## src/rtl/calc_seq_ctrl.sv

```systemverilog
// Calculator sequencer: synchronizes board keys/switches, collects operands A and B,
// launches one arithmetic-unit transaction per op key press and drives the indicator value.
module calc_seq_ctrl #(
  parameter int W           = 4,
  parameter int RW          = 8,
  parameter int SYNC_STAGES = 2,
  parameter int TIMEOUT     = 255
) (
  input  logic          clk,
  input  logic          rst,
  input  logic [W-1:0]  sw,
  input  logic          k_1,
  input  logic          k_2,
  input  logic          summ4,
  input  logic          vixit5,
  input  logic          umnog7,
  input  logic          delen6,
  output logic          alu_start,
  output logic [1:0]    alu_op,
  output logic [W-1:0]  alu_a,
  output logic [W-1:0]  alu_b,
  input  logic          alu_done,
  input  logic [RW-1:0] alu_result,
  output logic [RW-1:0] disp_value,
  output logic          err,
  output logic [2:0]    state
);

  localparam int NK = 6;
  localparam int NS = W + NK;
  localparam int TW = $clog2(TIMEOUT + 1);

  typedef enum logic [2:0] {
    S_A    = 3'b000,
    S_B    = 3'b001,
    S_OP   = 3'b010,
    S_EXEC = 3'b011,
    S_RES  = 3'b100,
    S_ERR  = 3'b101
  } state_t;

  // Key bit order: 0 k_1, 1 k_2, 2 summ4, 3 vixit5, 4 umnog7, 5 delen6; switches on top.
  logic [NS-1:0] raw;
  logic [NS-1:0] sync_q [SYNC_STAGES];
  logic [NS-1:0] sync_d [SYNC_STAGES];
  logic [NK-1:0] key_prev_q, key_prev_d;
  logic [NK-1:0] keys_s, press;
  logic [W-1:0]  sw_s;

  state_t        state_q, state_d;
  logic [W-1:0]  a_q, a_d, b_q, b_d;
  logic [1:0]    op_q, op_d, op_key;
  logic [RW-1:0] result_q, result_d, disp_q, disp_d;
  logic          err_q, err_d, start_q, start_d;
  logic [TW-1:0] timer_q, timer_d;
  logic          op_any;

  assign raw    = {sw, delen6, umnog7, vixit5, summ4, k_2, k_1};
  assign keys_s = sync_q[SYNC_STAGES-1][NK-1:0];
  assign sw_s   = sync_q[SYNC_STAGES-1][NS-1:NK];
  assign press  = keys_s & ~key_prev_q;
  assign op_any = |press[5:2];

  always_comb begin
    sync_d[0] = raw;
    for (int i = 1; i < SYNC_STAGES; i++) begin
      sync_d[i] = sync_q[i-1];
    end
  end

  // Fixed op priority when several op keys rise together: add > sub > mul > div.
  always_comb begin
    if (press[2])      op_key = 2'b00;
    else if (press[3]) op_key = 2'b01;
    else if (press[4]) op_key = 2'b10;
    else               op_key = 2'b11;
  end

  always_comb begin
    state_d    = state_q;
    a_d        = a_q;
    b_d        = b_q;
    op_d       = op_q;
    result_d   = result_q;
    timer_d    = timer_q;
    start_d    = 1'b0;
    key_prev_d = keys_s;

    case (state_q)
      S_A: begin
        if (press[0]) begin
          a_d     = sw_s;
          state_d = S_B;
        end
      end
      S_B: begin
        if (press[0]) begin
          a_d = sw_s;
        end else if (press[1]) begin
          b_d     = sw_s;
          state_d = S_OP;
        end
      end
      S_OP: begin
        if (op_any) begin
          op_d = op_key;
          if (op_key == 2'b11 && b_q == '0) begin
            state_d = S_ERR;
          end else begin
            start_d = 1'b1;
            timer_d = '0;
            state_d = S_EXEC;
          end
        end else if (press[0]) begin
          a_d     = sw_s;
          state_d = S_B;
        end
      end
      S_EXEC: begin
        // A done arriving in the final timeout cycle still completes the transaction.
        if (alu_done) begin
          result_d = alu_result;
          state_d  = S_RES;
        end else if (timer_q == TW'(TIMEOUT - 1)) begin
          state_d = S_ERR;
        end else begin
          timer_d = timer_q + TW'(1);
        end
      end
      S_RES: begin
        if (press[0]) begin
          a_d     = sw_s;
          state_d = S_B;
        end else if (press[1]) begin
          a_d      = '0;
          b_d      = '0;
          op_d     = '0;
          result_d = '0;
          state_d  = S_A;
        end
      end
      S_ERR: begin
        if (press[0] || press[1]) begin
          a_d      = '0;
          b_d      = '0;
          op_d     = '0;
          result_d = '0;
          state_d  = S_A;
        end
      end
      default: state_d = S_A;
    endcase

    err_d = (state_d == S_ERR);

    case (state_d)
      S_A, S_B: disp_d = {{(RW-W){1'b0}}, sw_s};
      S_OP:     disp_d = {{(RW-W){1'b0}}, b_d};
      S_RES:    disp_d = result_d;
      S_ERR:    disp_d = RW'(8'hEE);
      default:  disp_d = disp_q;
    endcase
  end

  always_ff @(posedge clk or posedge rst) begin
    if (rst) begin
      for (int i = 0; i < SYNC_STAGES; i++) begin
        sync_q[i] <= '0;
      end
      key_prev_q <= '0;
      state_q    <= S_A;
      a_q        <= '0;
      b_q        <= '0;
      op_q       <= '0;
      result_q   <= '0;
      disp_q     <= '0;
      err_q      <= 1'b0;
      start_q    <= 1'b0;
      timer_q    <= '0;
    end else begin
      for (int i = 0; i < SYNC_STAGES; i++) begin
        sync_q[i] <= sync_d[i];
      end
      key_prev_q <= key_prev_d;
      state_q    <= state_d;
      a_q        <= a_d;
      b_q        <= b_d;
      op_q       <= op_d;
      result_q   <= result_d;
      disp_q     <= disp_d;
      err_q      <= err_d;
      start_q    <= start_d;
      timer_q    <= timer_d;
    end
  end

  assign alu_start  = start_q;
  assign alu_op     = op_q;
  assign alu_a      = a_q;
  assign alu_b      = b_q;
  assign disp_value = disp_q;
  assign err        = err_q;
  assign state      = state_q;

endmodule

```

## config.mk

```make
export PLATFORM = sky130hd
export DESIGN_NAME = calc_seq_ctrl
export DESIGN_NICKNAME = d
export VERILOG_FILES = /design/src/rtl/calc_seq_ctrl.sv
export SDC_FILE = /design/constraint.sdc
export NUM_CORES = 1
export LEC_CHECK = 0
export CORE_ASPECT_RATIO = 2
export CORE_MARGIN = 3
export CORE_UTILIZATION = 56
export DETAILED_ROUTE_END_ITERATION = 8
export PLACE_DENSITY = 0.88
export SYNTH_ARGS = -nofsm -noshare
export SYNTH_HDL_FRONTEND = slang
export SYNTH_SLANG_ARGS = --single-unit
export TNS_END_PERCENT = 50
```

## constraint.sdc

```tcl
create_clock -name clk -period 3.5 [get_ports clk]
set_input_delay 0.35 -clock clk [delete_from_list [all_inputs] [get_ports clk]]
set_output_delay 0.35 -clock clk [all_outputs]
set_load 0.05 [all_outputs]
```

# After elaboration in Yosys (flattened, before gate mapping)
# Index checks and enable logic that the tools add are counted.
dict set report op_classes {
  bitwise_logic 2
  addsub 1
  mux 45
  reduce_logical 15
  n_eq_ne 20
}
# cell count
set op_table {}
lappend op_table {{$mux 8} 8}
lappend op_table {{$mux 4} 10}
lappend op_table {{$pmux 8 s4} 1}
lappend op_table {{$mux 3} 10}
lappend op_table {{$pmux 8 s3} 1}
lappend op_table {{$pmux 3 s6} 1}
lappend op_table {{$ne 2x2->1 const B} 8}
lappend op_table {{$pmux 4 s4} 1}
lappend op_table {{$pmux 8 s2} 1}
lappend op_table {{$eq 3x3->1 const B} 4}
lappend op_table {{$mux 2} 6}
lappend op_table {{$pmux 4 s3} 1}
lappend op_table {{$reduce_and 5->1} 2}
lappend op_table {{$eq 3x2->1 const B} 3}
lappend op_table {{$add 8x1->8 const B} 1}
lappend op_table {{$eq 8x8->1 const B} 1}
lappend op_table {{$reduce_bool 4->1} 2}
lappend op_table {{$and 6x6->6} 1}
lappend op_table {{$eq 3x1->1 const B} 2}
lappend op_table {{$logic_not 3->1} 2}
lappend op_table {{$not 6->6} 1}
lappend op_table {{$pmux 2 s3} 1}
lappend op_table {{$logic_not 4->1} 1}
lappend op_table {{$mux 1} 4}
lappend op_table {{9 further kinds} 10}
dict set report totals {
  elab_cells 95
  in_bits 21
  register_bits 65
  output_inout_bits 23
}

# Depth between registers and ports, before layout
# Gate-level depths: netlist of run 1.
dict set report depth {
  word_depth 13
  depth_mapped 9
  ltp_nobuf 9
}

# Worst setup path after synthesis of run 1
# No wires, ideal clock.
dict set report synth_path {
  path_kind {register -> register}
  startpoint {reg state_q[2] (netlist: state[2])}
  endpoint {reg disp_q[0] (netlist: disp_value[0])}
  required_time_ps 3376
  setup_ps 124
  n_path_buf 1
  arrival_time_ps 2104
  stages_incl_launch_ff 9
  period_less_slack_ps 2228
  path_slack_ps 1272
  cell_sequence {dfrtp_1 -> buf_4 -> nand3b_1 -> inv_1 -> a221oi_2 -> inv_2 -> nand2b_1 -> clkinv_1 -> a211o_1}
}
dict set report synth_between {
  elab_chain_len 6
  elab_cells_between_ends 26
  cone_classes {eq/ne (9); mux (13); reduce/logical (4)}
}
# element line
set synth_rtl {}
lappend synth_rtl {{start, declared} 50} ;# state_t state_q, state_d;
lappend synth_rtl {{start signal, assigned} 185} ;# state_q <= state_d;
lappend synth_rtl {{$mux 3 (on tied branches) (2 in a row)} --}
lappend synth_rtl {{$pmux 3 s6 (*)} 89} ;# case (state_q)
lappend synth_rtl {{named net state_d[2]} 50}
lappend synth_rtl {{$eq 3x1->1 or $logic_not 3->1 (tied branches)} 156} ;# case (state_d)
lappend synth_rtl {{$reduce_or 2->1} 156}
lappend synth_rtl {{$pmux 8 s4 or $reduce_bool 4->1 (tied branches)} --}
lappend synth_rtl {{end signal, assigned} 190} ;# disp_q <= disp_d;
lappend synth_rtl {{end, declared} 53} ;# logic [RW-1:0] result_q, result_d, disp_q, disp_d;
# Mark *: on every way through the listed nets, which the timed path passes. The rest lies on a longest branch.
# A chain may end at the register's enable or synchronous reset.

# Final worst setup path of run 1
dict set report layout_path {
  startpoint {reg b_q[1] (netlist: alu_b[1])}
  endpoint {reg disp_q[0] (netlist: disp_value[0])}
}
dict set report layout_between {
  elab_chain_len 8
  elab_cells_between_ends 13
  cone_classes {eq/ne (4); mux (4); reduce/logical (5)}
}
# element line
set layout_rtl {}
lappend layout_rtl {{start, declared} 51} ;# logic [W-1:0] a_q, a_d, b_q, b_d;
lappend layout_rtl {{start signal, assigned} 173} ;# b_q <= '0;
lappend layout_rtl {{start signal, assigned} 187} ;# b_q <= b_d;
lappend layout_rtl {{$logic_not 4->1 (*)} 107} ;# if (op_key == 2'b11 && b_q == '0) begin
lappend layout_rtl {{$logic_and 1x1->1 (*)} 107}
lappend layout_rtl {{$mux 3 (*)} 107}
lappend layout_rtl {{$mux 3 (*)} 105} ;# if (op_any) begin
lappend layout_rtl {{$pmux 3 s6 (*)} 89}
lappend layout_rtl {{$eq 3x1->1 or $logic_not 3->1 (tied branches)} 156}
lappend layout_rtl {{$reduce_or 2->1} 156}
lappend layout_rtl {{$pmux 8 s4 or $reduce_bool 4->1 (tied branches)} --}
# Mark *: on every way between the ends. The rest lies on a longest branch, timed or not.

==> results.yml, run 1 <==
grt:
  grt.met2_usage: 0.403
  grt_start_max_net_pins: 56
  grt.total_usage: 0.249
  globalRouteMet3Util: 0.0642
  grt_first_pass_wirelength_mm: 9.52
  globalRoute.busiestLayer: "met2"
  met1_usage: 0.278
  initial_antenna_violation_count: 0
  grt_overflow: 0
  grt_pass1_vias: 1930
critical_path:
  path_max_fanout: 12
  crit-reg2reg-launch: "alu_b[1]$_DFF_PP0_"
  r2r_end: "disp_value[0]$_DFFE_PP0P_"
  rr_worst_depth: 5
  cp-start-kind: "flop"
  worst-endpoint-arrival_ns: 2.63
  crit_path_end_kind: "flop"
  r2r_slack_ns: 1.10
  path_class: "flop to flop"
  worst_ep_required_time_ns: 3.73
  critical_path.startpoint: "alu_b[1]$_DFF_PP0_"
  critPathCapture: "disp_value[0]$_DFFE_PP0P_"
clocking:
  cts_root_buf: "clkbuf_8"
  clock_tree_from_tritoncts: "built"
  clock_latency_ns: 0.35
  cts_resized: 0
  cts_made_buffers: 9
  hold_buffers: 0
  maximum_level_of_the_cts_h_tree: 3
  clkSlewWorstSetupHoldPaths_ns: 0.07
  post-cts-setup-buffer-count: 0
  clk_path_buf_depth: 2
  clock-sinks: 65
final_layout:
  nNetsFinal: 285
  most-common-layout-cells: "dfrtp_1, clkdlybuf4s50_1, nand2_1"
  drive_gt1_frac: 0.101
  finalCoreUtilization: 0.743
  final_common_cell: "dfrtp_1"
  synthToLayoutAreaGrowth_pct: 26.8
  insertedDiodeCount: 0
  number_of_filler_cells_placed_in_the_layout: 292
drt:
  viasPerCell: 5.86
  routedWlPerCell_um: 18.2
  post-route-drc-count: 0
  drtAntennaViolNets: 0
  drt_iter0_markers: 53
  dr.pass1.iters: 4
  vias: 1881
  route.final.wire_length_mm: 5.85
yosys:
  ys.flop_type: "dfrtp_1"
  syn_area_cell_um2: 12.2
  synthDominantCellAreaShare: 0.627
  synthesized_netlist_cell_count: 213
  synth_edf_count: 0
  postSynthNetCount: 236
  netlist.top_cell.by_area: "dfrtp_1"
  synthArstFlopShare: 1.00
  yosys_warn_count: 0
  yosys_register_bits: 65
  synth_sequential_area_ratio: 0.627
  yosys.cell_types.count: 50
  synth.cell_area_um2: 2590
  yosys-top-cells-area: "dfrtp_1, a22o_1, nand2_1"
timing:
  minimum_period_implied_by_the_final_worst_setup_slack_ns: 2.40
  worst_pin_slew_ns: 1.08
  relSlewSlack: 0.280
  slew_violations: 0
  rsz0062_at_grt: "no"
  setup-violations-final: 0
  timing.setup.tns_ns: 0
  finalClockSkew_ns: 0.0119
  achievable-frequency_mhz: 416
  hold_violations: 0
  timing.final.crit_share: 0.687
job:
  maxCapViolations: 0
status:
  run_status: "finished, final reports clean"
placement:
  portBuffers: 43
  hpwl_mm: 4.01
  gp_routability_congestion: 0.927
die:
  core_region_area_um2: 4420
  initial_core_util: 0.586
  die_height_um: 102
  std_cell_rows: 34
  die-area_um2: 5530
  pin_count: 44
  die_w_um: 54.1
power:
  p_per_area_nw_per_um2: 880
  static-leakage-power_nw: 1.47
  ir_worst_vdd_uv: 966
hold_path:
  hp-class: "flop to flop"
## logic make-up after synthesis
kind of cell,count (synthesis),share of synthesized area
and+or+nand+nor,75,0.166
buffers and inverters,11,0.0203
adders and majority gates,2,0.00965
AOI/OAI and AO/OA,57,0.167
xor gates and xnor gates,3,0.0101
DFF,65,0.627
## through the flow
step	total power, mW	worst slack (ns)	hold slack [ns]	area [µm²]	instances
floorplan	1.82	1.27	0.331	2590	213
global placement	2.14	1.16	0.332	3060	305
detailed placement	2.17	1.09	0.335	3060	305
CTS	2.90	1.12	0.353	3290	321
global route	3.03	0.958	0.360	3290	321
finish	2.89	1.10	0.352	3290	321
## worst max-delay path: stages (launching register included)
cell	delay, ns
dfrtp_1	0.41
or4_4	0.57
a2111oi_4	0.36
o21ai_1	0.32
a22o_1	0.35
a211o_1	0.28
## worst min path at each step
stage,from,end,slack [ns],cells after the start
6_report,sync_d[5]$_DFF_PP0_,key_prev_d[5]$_DFF_PP0_,0.35,0
4_1_cts,sync_d[5]$_DFF_PP0_,key_prev_d[5]$_DFF_PP0_,0.35,0
3_5_place_dp,sync_d[2]$_DFF_PP0_,key_prev_d[2]$_DFF_PP0_,0.33,0
5_1_grt,sync_d[4]$_DFF_PP0_,key_prev_d[4]$_DFF_PP0_,0.36,0
3_3_place_gp,sync_d[1]$_DFF_PP0_,key_prev_d[1]$_DFF_PP0_,0.33,0
2_1_floorplan,sync_d[0]$_DFF_PP0_,key_prev_d[0]$_DFF_PP0_,0.33,0
## per-layer routing
layer | up-vias | share of wire
met1 | 928 | 0.35
met5 | - | 0
li1 | 864 | -
met2 | 69 | 0.55
met3 | 20 | 0.055
met4 | 0 | 0.040
## Yosys cell counts (3+ instances only)
| cell type | number |
|---|---|
| a32o_1 | 5 |
| nand3_1 | 4 |
| o22ai_1 | 3 |
| nor2_1 | 9 |
| nand2_1 | 21 |
| and2b_1 | 4 |
| or3_1 | 4 |
| o21ai_0 | 10 |
| inv_1 | 3 |
| nor3_1 | 3 |
| dfrtp_1 | 65 |
| a21oi_1 | 6 |
| o21ai_1 | 10 |
| a22o_1 | 10 |
| nor2b_1 | 5 |
| nor3b_1 | 3 |
| nand2b_1 | 6 |
| buf_2 | 3 |
## flip-flops by register name, summed over array words and instances (netlist names)
signal / flops
key_prev_q: 6
result_q: 8
disp_value: 8
sync_d: 10
alu_op: 2
timer_q: 8
err: 1
sw_s: 4
key_prev_d: 6
state: 3
alu_b: 4
alu_start: 1
alu_a: 4
## area by class of cell
| class | instances | area, µm² | area share |
|---|---|---|---|
| clock inverter | 7 | 100 | 0.0304 |
| inverter | 5 | 18.8 | 0.00571 |
| sequential | 65 | 1630 | 0.495 |
| clock buffer | 9 | 124 | 0.0377 |
| timing repair buffer | 44 | 438 | 0.133 |
| tap | 54 | 67.6 | 0.0205 |
| multi-input combinational | 137 | 913 | 0.278 |
## power breakdown
part	switching [mW]	internal [mW]	total, mW
Sequential	0.142	0.926	1.07
Clock	0.306	0.408	0.714
Combinational	0.716	0.395	1.11
Total	1.16	1.73	2.89
Power figures use the tool's default switching activity.
==> run 2, diff against run 1 <==
--- a/config.mk
+++ b/config.mk
@@ -7,9 +7,9 @@
 export LEC_CHECK = 0
 export CORE_ASPECT_RATIO = 2
 export CORE_MARGIN = 3
-export CORE_UTILIZATION = 56
+export CORE_UTILIZATION = 52
 export DETAILED_ROUTE_END_ITERATION = 8
-export PLACE_DENSITY = 0.88
+export PLACE_DENSITY = 0.82
 export SYNTH_ARGS = -nofsm -noshare
 export SYNTH_HDL_FRONTEND = slang
 export SYNTH_SLANG_ARGS = --single-unit
==> constraint.sdc (replaced) <==
create_clock -name clk -period 2.25 [get_ports clk]
set_input_delay 0.225 -clock clk [delete_from_list [all_inputs] [get_ports clk]]
set_output_delay 0.225 -clock clk [all_outputs]
set_load 0.05 [all_outputs]
==> results.yml, run 2 (synthesized netlist as in run 1, its figures left out) <==
power:
  ir_worst_vdd_uv: 1100
  power_frac_clock: 0.245
  sw_frac: 0.383
  static-leakage-power_nw: 1.55
  p_per_area_nw_per_um2: 1360
  seq_power_share: 0.338
  combPwrFrac: 0.417
  internal_power_mw: 2.91
  netSwitchingPower_mw: 1.81
critical_path:
  worst_ep_required_time_ns: 2.48
  crit-reg2reg-launch: "alu_b[2]$_DFF_PP0_"
  cp-start-kind: "flop"
  critical_path.startpoint: "alu_b[2]$_DFF_PP0_"
  crit_path_end_kind: "flop"
  r2r_slack_ns: 0.06
  path_max_fanout: 5
  worst-endpoint-arrival_ns: 2.42
  path_class: "flop to flop"
status:
  run_status: "finished, final reports clean"
final_layout:
  finalCoreUtilization: 0.732
  largest_register_ffs: 10
  nNetsFinal: 301
  final_common_cell: "dfrtp_1"
  synthToLayoutAreaGrowth_pct: 33.5
  layout.area.seq_um2: 1630
  number_of_filler_cells_placed_in_the_layout: 320
  multi_input_comb_area_um2: 950
  drive_gt1_frac: 0.149
  most-common-layout-cells: "dfrtp_1, clkdlybuf4s50_1, nand2_1"
  insertedDiodeCount: 0
clocking:
  clock_tree_from_tritoncts: "built"
  clock_latency_ns: 0.34
  cts_made_buffers: 9
  clkSlewWorstSetupHoldPaths_ns: 0.07
  clock-sinks: 65
  cts_root_buf: "clkbuf_8"
  maximum_level_of_the_cts_h_tree: 3
  clk_path_buf_depth: 2
die:
  pin_count: 44
  std_cell_rows: 35
  die-area_um2: 5920
  die_w_um: 55.9
  initial_core_util: 0.548
  core_region_area_um2: 4730
  die_height_um: 106
drt:
  viasPerCell: 5.80
  drtAntennaViolNets: 0
  route.top_layer_used: "met4"
  wl_met1_mm: 2.15
  drt_iter0_markers: 80
  dr.pass1.iters: 4
  post-route-drc-count: 0
  met2_wirelength_mm: 3.21
  route.met3.wl_um: 308
  routedWlPerCell_um: 17.5
  vias: 1953
  route.final.wire_length_mm: 5.89
timing:
  hold_violations: 0
  finalClockSkew_ns: 0.00648
  timing.final.crit_share: 0.976
  slew_violations: 0
  timing.hold.ws_ns: 0.222
  timing.setup.tns_ns: 0
  worst_pin_slew_ns: 0.757
  minimum_period_implied_by_the_final_worst_setup_slack_ns: 2.19
  setup-violations-final: 0
  achievable-frequency_mhz: 456
  relSlewSlack: 0.490
grt:
  grt_start_max_net_pins: 45
  grt_pass1_vias: 1992
  grt_first_pass_wirelength_mm: 9.56
  initial_antenna_violation_count: 0
  grt_overflow: 0
  grt.total_usage: 0.216
placement:
  gp_routability_congestion: 0.918
  portBuffers: 43
  hpwl_mm: 4.14
job:
  maxCapViolations: 0
hold_path:
  hp-class: "input port to asynchronous set/reset pin"
[run 2: changes by cell type in the layout (fill, tap and decap cells not counted), sizes merged]
cell    previous run  this run
buf                1        16
bufinv             2         3
clkbuf             9        10
clkinv             3         2
inv                7         5
o21ai             20        21
[run 2: timing repair]
item | 4_1_cts | 5_1_grt
setup buffers | 0 | 2
cloned | 0 | 1
hold buffers | 0 | 0
pin swaps | 0 | 5
setup endpoints to repair | 1 | 1
resized for setup | 1 | 4
[run 2: through the flow]
step                      instance area [µm²]  setup WS (ns)  std cells  power, mW
after floorplan                          2590         0.0217        213       2.84
after global placement                   3180         0.0458        319       3.45
after detailed placement                 3180        0.00573        319       3.50
after CTS                                3410         0.0836        334       4.68
after global routing                     3460        -0.0566        337       4.95
final                                    3460         0.0551        337       4.72
[run 2: metal layers]
layer | up-vias | global-route usage
met5 | - | 0
met4 | 0 | 0.134
met3 | 16 | 0.0600
met2 | 76 | 0.376
met1 | 961 | 0.222
li1 | 900 | -
[run 2: critical path: stages, from the launching register on]
cell and delay (ns):
dfrtp_1 0.40, or4_4 0.57, a2111oi_4 0.35, buf_4 0.20
o21ai_4 0.09, a22o_1 0.25, a211o_1 0.22
[run 2: path summary, 6_finish.rpt]
kind                            cells after the start                         to
worst max-delay path                                6  disp_value[0]$_DFFE_PP0P_
worst min-delay path                                2  disp_value[6]$_DFFE_PP0P_
worst max register to register                      6  disp_value[0]$_DFFE_PP0P_
worst min register to register                      0    key_prev_d[2]$_DFF_PP0_
max in group asynchronous                           3    key_prev_d[5]$_DFF_PP0_
min in group clk                                    1        sync_d[3]$_DFF_PP0_
[run 2: area by class of cell]
type                    count  area share
flip-flops and latches     65       0.470
inverters                   5     0.00542
multi-input cells         138       0.274
repair buffers             59       0.164
clock inverters             5      0.0300
well taps                  55      0.0199
clock buffers              10      0.0369
[run 2: power by group through the flow]
stage	Combinational [mW]	Sequential, mW	Clock [mW]
2_1_floorplan	0.680	2.16	0
3_3_place_gp	1.85	1.60	0
3_5_place_dp	1.89	1.61	0
4_1_cts	1.92	1.59	1.18
5_1_grt	2.09	1.62	1.24
6_report	1.97	1.59	1.16
==> edit 1: new RTL, settings of run 2 <==
`b_q` no longer has a reset.
--- a/src/rtl/calc_seq_ctrl.sv
+++ b/src/rtl/calc_seq_ctrl.sv
@@ -170,7 +170,6 @@
       key_prev_q <= '0;
       state_q    <= S_A;
       a_q        <= '0;
-      b_q        <= '0;
       op_q       <= '0;
       result_q   <= '0;
       disp_q     <= '0;
@@ -184,7 +183,6 @@
       key_prev_q <= key_prev_d;
       state_q    <= state_d;
       a_q        <= a_d;
-      b_q        <= b_d;
       op_q       <= op_d;
       result_q   <= result_d;
       disp_q     <= disp_d;
@@ -194,6 +192,10 @@
     end
   end
 
+  always_ff @(posedge clk) begin
+    b_q <= b_d;
+  end
+
   assign alu_start  = start_q;
   assign alu_op     = op_q;
   assign alu_a      = a_q;
Function: differs if rst is asserted again (counterexample within 10 cycles, from zero or initial values and one cycle with rst high); with rst held inactive, the same outputs for 10 cycles.
==> edit 1 against run 2 <==
  * Synthesized area increased by 1.3%
  * Cell area down 2.7%
  * Worst setup slack gained 0.13 ns
  * Total power fell by 4.1%
  * Wire length is 5.4% lower
  * Sequential cell count unchanged
  * Non-clock buffer count is 7 lower
  * Clock skew increased by 0.0018 ns
  * Critical path type unchanged
  * Largest power group unchanged
==> edit 1: results (changes against run 2) <==
post-CTS sizing 0 (was 1); clock buffer count from CTS 9 (unchanged); most common flop cell mapped by yosys dfrtp_1 (unchanged); placed insts 336 (was 319); vias in the first global route 1960 (was 1992); slowest CP cell nor4_1 (was or4_4); Largest register FFs 10 (unchanged); WL met3 239 um (was 308 um); worst-path fanout max 8 (was 5); worst vdd ir 1.02 mV (was 1.10 mV); Port Buffer Count 43 (unchanged); Reg clk slew, reported paths 0.07 ns (about the same); antenna cells 0 (unchanged); metal1 wirelength 2110 um (was 2150 um); Setup WS pre-CTS 0.210 ns (was 0.00573 ns); Final nets 313 (was 301); largest net degree at the start of global routing 44 (was 45); vias per cell 5.65 (was 5.80); wirelength, routed 5570 um (was 5890 um); Seq/Total Area, Yosys 61.2% (was 62.7%); initial detailed-routing violation count 99 (was 80); # fillers 358 (was 320); WL met2 2980 um (was 3210 um); # H-tree levels 3 (unchanged); area post-placement 3170 sq um (was 3180 sq um); first-pass GRT wire length 9110 um (was 9560 um); fin cells 351 (was 337); asr flop ratio synth 93.8% (was 100%); fraction of layout cells with a size suffix above 1 11.9% (was 14.9%); Leakage 0.00148 uW (was 0.00155 uW); Post-CTS Setup Bufs 0 (unchanged); DRT Pass-1 Iters 4 (unchanged); Post-synth top cells 61 x dfrtp_1, 35 x nand2_1, 20 x o21ai_0 (was 65 x dfrtp_1, 21 x nand2_1, 10 x a22o_1, 10 x o21ai_0, 10 x o21ai_1); post-synth cell types 44 (was 50); CP delay by family, top simple AND/OR/NAND/NOR gates (was compound AO/OA/AOI/OAI gates); GRT Resource Usage Total 20.2% (was 21.6%); CP peak stage delay 0.41 ns (was 0.57 ns); status finished, final reports clean (unchanged); max-slew headroom at the worst pin 58.8% (was 49.0%); antenna violations before repair 0 (unchanged); Slew Viols, Final 0 (unchanged); Net Count, Synth 257 (was 236); CP arrival 2.28 ns (was 2.42 ns); Hold Crit Class primary input to async pin (unchanged); CTS root buf clkbuf_8 (unchanged); synth top area cells dfrtp_1 58%, nand2_1 5.0%, o21ai_0 3.8% (was dfrtp_1 63%, a22o_1 3.4%, nand2_1 3.0%); multi-input logic area 961 sq um (was 950 sq um); worst skew pair latency 0.34 ns (about the same); Highest Signal Layer met4 (unchanged); Clock Skew 0.00831 ns (was 0.00648 ns); CTS Buffer Depth 2 (unchanged); routability cong. 0.829 (was 0.918); Yosys warning count 0 (unchanged); cells on worst reg2reg path 7 (was 6); post-synthesis cell count 234 (was 213); Post-DP HPWL 4210 um (was 4140 um)
[edit 1: cell count changes after synthesis, moves of 4 or more]
cell,run 2,this run
nand3_1,4,8
dfxtp_1,0,4
o21ai_1,10,4
dfrtp_1,65,61
and2b_1,4,0
o21ai_0,10,20
nand2_1,21,35
nand2b_1,6,10
[edit 1: power breakdown]
| part | switching (uW) | total, uW | internal [uW] | leakage (uW) |
|---|---|---|---|---|
| Sequential | 177 | 1630 | 1450 | 0.000792 |
| Combinational | 1240 | 1950 | 711 | 0.000585 |
| Clock | 408 | 953 | 544 | 0.000101 |
[edit 1: final timing paths]
check / start / endpoint / slack, ns
min in group clk: k_2 / sync_d[1] / 0.32
min: rst / alu_op[0] / 0.19
max: alu_b[1] / disp_value[0] / 0.19
max in group asynchronous: rst / disp_value[6] / 1.51
min reg2reg: sync_d[7] / sw_s[1] / 0.35
max reg2reg: alu_b[1] / disp_value[0] / 0.19
[edit 1: routing by layer]
layer  GRT usage [%]  vias up
met3            4.37       19
li1                -      951
met5               0        -
met4            15.3        0
met2            33.8       60
met1            21.5      952
[edit 1: cells by family (layout without fill, tap and decap cells)]
| group | count (synthesis) | after routing | synth area share [%] |
|---|---|---|---|
| flip-flops | 65 | 65 | 61.2 |
| AO/OA/AOI/OAI | 62 | 62 | 16.7 |
| AND/OR/NAND/NOR | 90 | 90 | 17.9 |
| buffers and inverters | 12 | 72 | 2.24 |
| XOR/XNOR | 2 | 2 | 0.667 |
| adder cells (fa/ha/maj) | 2 | 2 | 0.953 |
| multiplexers | 1 | 1 | 0.429 |
[edit 1: final cells by class]
type	count	share of cell area (%)
Sequential cell	65	47.7
Multi-Input combinational cell	157	28.5
Timing Repair Buffer	52	15.2
Clock buffer	14	5.72
Tap cell	57	2.12
Inverter	5	0.557
Clock inverter	1	0.223
==> edit 2: new RTL, settings of run 2 <==
Without the edit above. Change the parameter `TIMEOUT` from 255 to 510.
--- a/src/rtl/calc_seq_ctrl.sv
+++ b/src/rtl/calc_seq_ctrl.sv
@@ -4,7 +4,7 @@
   parameter int W           = 4,
   parameter int RW          = 8,
   parameter int SYNC_STAGES = 2,
-  parameter int TIMEOUT     = 255
+  parameter int TIMEOUT     = 510
 ) (
   input  logic          clk,
   input  logic          rst,
Check against the original RTL: no difference found for any inputs over 10 cycles, from zero or initial values and one cycle with rst high; that may be too few to reach the edited logic, so the function may still have changed.
==> edit 2 against run 2 <==
  * Synthesized area up 5.2%
  * Total power shrank 3.6%
  * Cell area up 0.43%
  * Utilization shrank 3.0 points
  * Worst setup slack better by 0.11 ns
  * Via count is 5.6% higher
  * Wire length is 1.0% higher
  * Sequential cell count is 1 higher
  * Critical path type unchanged
  * Largest cell class unchanged
  * Largest power group unchanged
  * Highest routed layer unchanged
==> edit 2: results (changes against run 2) <==
GRT Resource Usage Total 21.4% (was 21.6%); switching portion of total power 41.0% (was 38.3%); fin cells 358 (was 337); slowest CP cell dfrtp_1 (was or4_4); Post-synth top cells 66 x dfrtp_1, 27 x nand2_1, 20 x o21ai_0 (was 65 x dfrtp_1, 21 x nand2_1, 10 x a22o_1, 10 x o21ai_0, 10 x o21ai_1); Yosys warning count 0 (unchanged); post-synthesis cell count 237 (was 213); worst vdd ir 0.983 mV (was 1.10 mV); # H-tree levels 3 (unchanged); worst skew pair latency 0.34 ns (about the same); CP peak stage delay 0.52 ns (was 0.57 ns); Reg clk slew, reported paths 0.07 ns (about the same); post-synth cell types 50 (unchanged); Port Buffer Count 43 (unchanged); Seq/Total Area, Yosys 60.6% (was 62.7%); synth top area cells dfrtp_1 61%, nand2_1 3.7%, o21ai_0 3.7% (was dfrtp_1 63%, a22o_1 3.4%, nand2_1 3.0%); Hold Crit Class primary input to async pin (unchanged); status finished, final reports clean (unchanged); CTS Buffer Depth 2 (unchanged); vias per cell 5.76 (was 5.80); initial detailed-routing violation count 86 (was 80); Leakage 0.00153 uW (was 0.00155 uW); clock buffer count from CTS 9 (unchanged); routability cong. 0.895 (was 0.918); CTS root buf clkbuf_8 (unchanged); Post-DP HPWL 4370 um (was 4140 um); asr flop ratio synth 100% (unchanged); worst-path fanout max 10 (was 5); most common flop cell mapped by yosys dfrtp_1 (unchanged); placed insts 342 (was 319); Clock Skew 0.0108 ns (was 0.00648 ns); area post-placement 3280 sq um (was 3180 sq um); max-slew headroom at the worst pin 63.2% (was 49.0%); fraction of layout cells with a size suffix above 1 14.6% (was 14.9%); vias in the first global route 2123 (was 1992); # fillers 352 (was 320); first-pass GRT wire length 9920 um (was 9560 um); CP delay by family, top simple AND/OR/NAND/NOR gates (was compound AO/OA/AOI/OAI gates); antenna violations before repair 0 (unchanged); CP arrival 2.33 ns (was 2.42 ns); largest net degree at the start of global routing 67 (was 45); antenna cells 0 (unchanged); gr ovfl total 0 (unchanged); Largest register FFs 10 (unchanged); Final nets 319 (was 301); wirelength, routed 5950 um (was 5890 um); DRT Pass-1 Iters 4 (unchanged); Net Count, Synth 260 (was 236)
-- edit 2: cell types whose count changed in the layout (fill, tap and decap cells not counted), moves of 3 or more --
cell	before	now
o21ai_0	10	20
nand2_1	21	27
a22oi_1	0	5
a32o_1	5	0
buf_4	14	9
nand2b_1	6	10
nor2_1	9	13
a31oi_1	0	3
bufinv_16	3	0
clkbuf_8	9	12
nor3b_1	3	0
o221a_1	0	3
-- edit 2: area by class of cell --
type                       instances  area, sq um  share of cell area [%]
clock buffer                      12          165                    4.75
timing repair buffer              53          518                    14.9
tap                               57         71.3                    2.05
sequential                        66         1650                    47.5
inverter                           5         18.8                   0.540
multi-input combinational        161         1030                    29.5
clock inverter                     4         25.0                   0.720
-- edit 2: final timing paths --
| kind | to | start | slack [ns] | depth (start not counted) |
|---|---|---|---|---|
| worst max-delay path | timer_q[7] | state[1] | 0.17 | 6 |
| worst min register to register | key_prev_d[5] | sync_d[5] | 0.34 | 0 |
| min in group clk | sync_d[6] | sw[0] | 0.32 | 1 |
| worst min-delay path | sync_d[3] | rst | 0.28 | 3 |
| worst max register to register | timer_q[7] | state[1] | 0.17 | 6 |
| max in group asynchronous | alu_b[2] | rst | 1.71 | 3 |
-- edit 2: what timing repair did --
action	CTS	global route
endpoints found under the setup margin	0	3
buffers inserted	0	0
resized for setup	0	1
-- edit 2: logic make-up (layout without fill, tap and decap cells) --
group | after synthesis | count (layout) | share of synthesized area, %
flip-flops | 66 | 66 | 60.6
AND/OR/NAND/NOR | 87 | 87 | 17.4
XOR/XNOR | 3 | 3 | 0.964
buffers and inverters | 10 | 74 | 1.84
AO/OA/AOI/OAI | 69 | 69 | 18.3
adder cells (fa/ha/maj) | 2 | 2 | 0.918
-- edit 2: worst min-delay path: cells and delay by family --
| family | cells | cell delay [ns] |
|---|---|---|
| buf+inv | 3 | 0.79 |
-- edit 2: power groups by stage --
stage | clock network, uW | registers (uW) | logic (uW)
floorplan | 0 | 2220 | 771
global placement | 0 | 1740 | 1870
detailed placement | 0 | 1740 | 1900
CTS | 938 | 1720 | 1910
global route | 998 | 1770 | 2040
finish | 920 | 1720 | 1910
-- edit 2: metal layers --
layer / global-route usage (%) / wire, um
met2: 36.6 / 3310
met1: 24.0 / 2260
met3: 4.78 / 233
met5: 0 / 0
met4: 12.4 / 146
-- edit 2: stage by stage --
stage,power (uW),setup WS [ns],hold slack [ns]
6_report,4550,0.168,0.276
4_1_cts,4570,0.166,0.286
2_1_floorplan,2990,0.210,0.256
5_1_grt,4800,0.0249,0.291
3_3_place_gp,3600,0.244,0.332
3_5_place_dp,3640,0.162,0.335
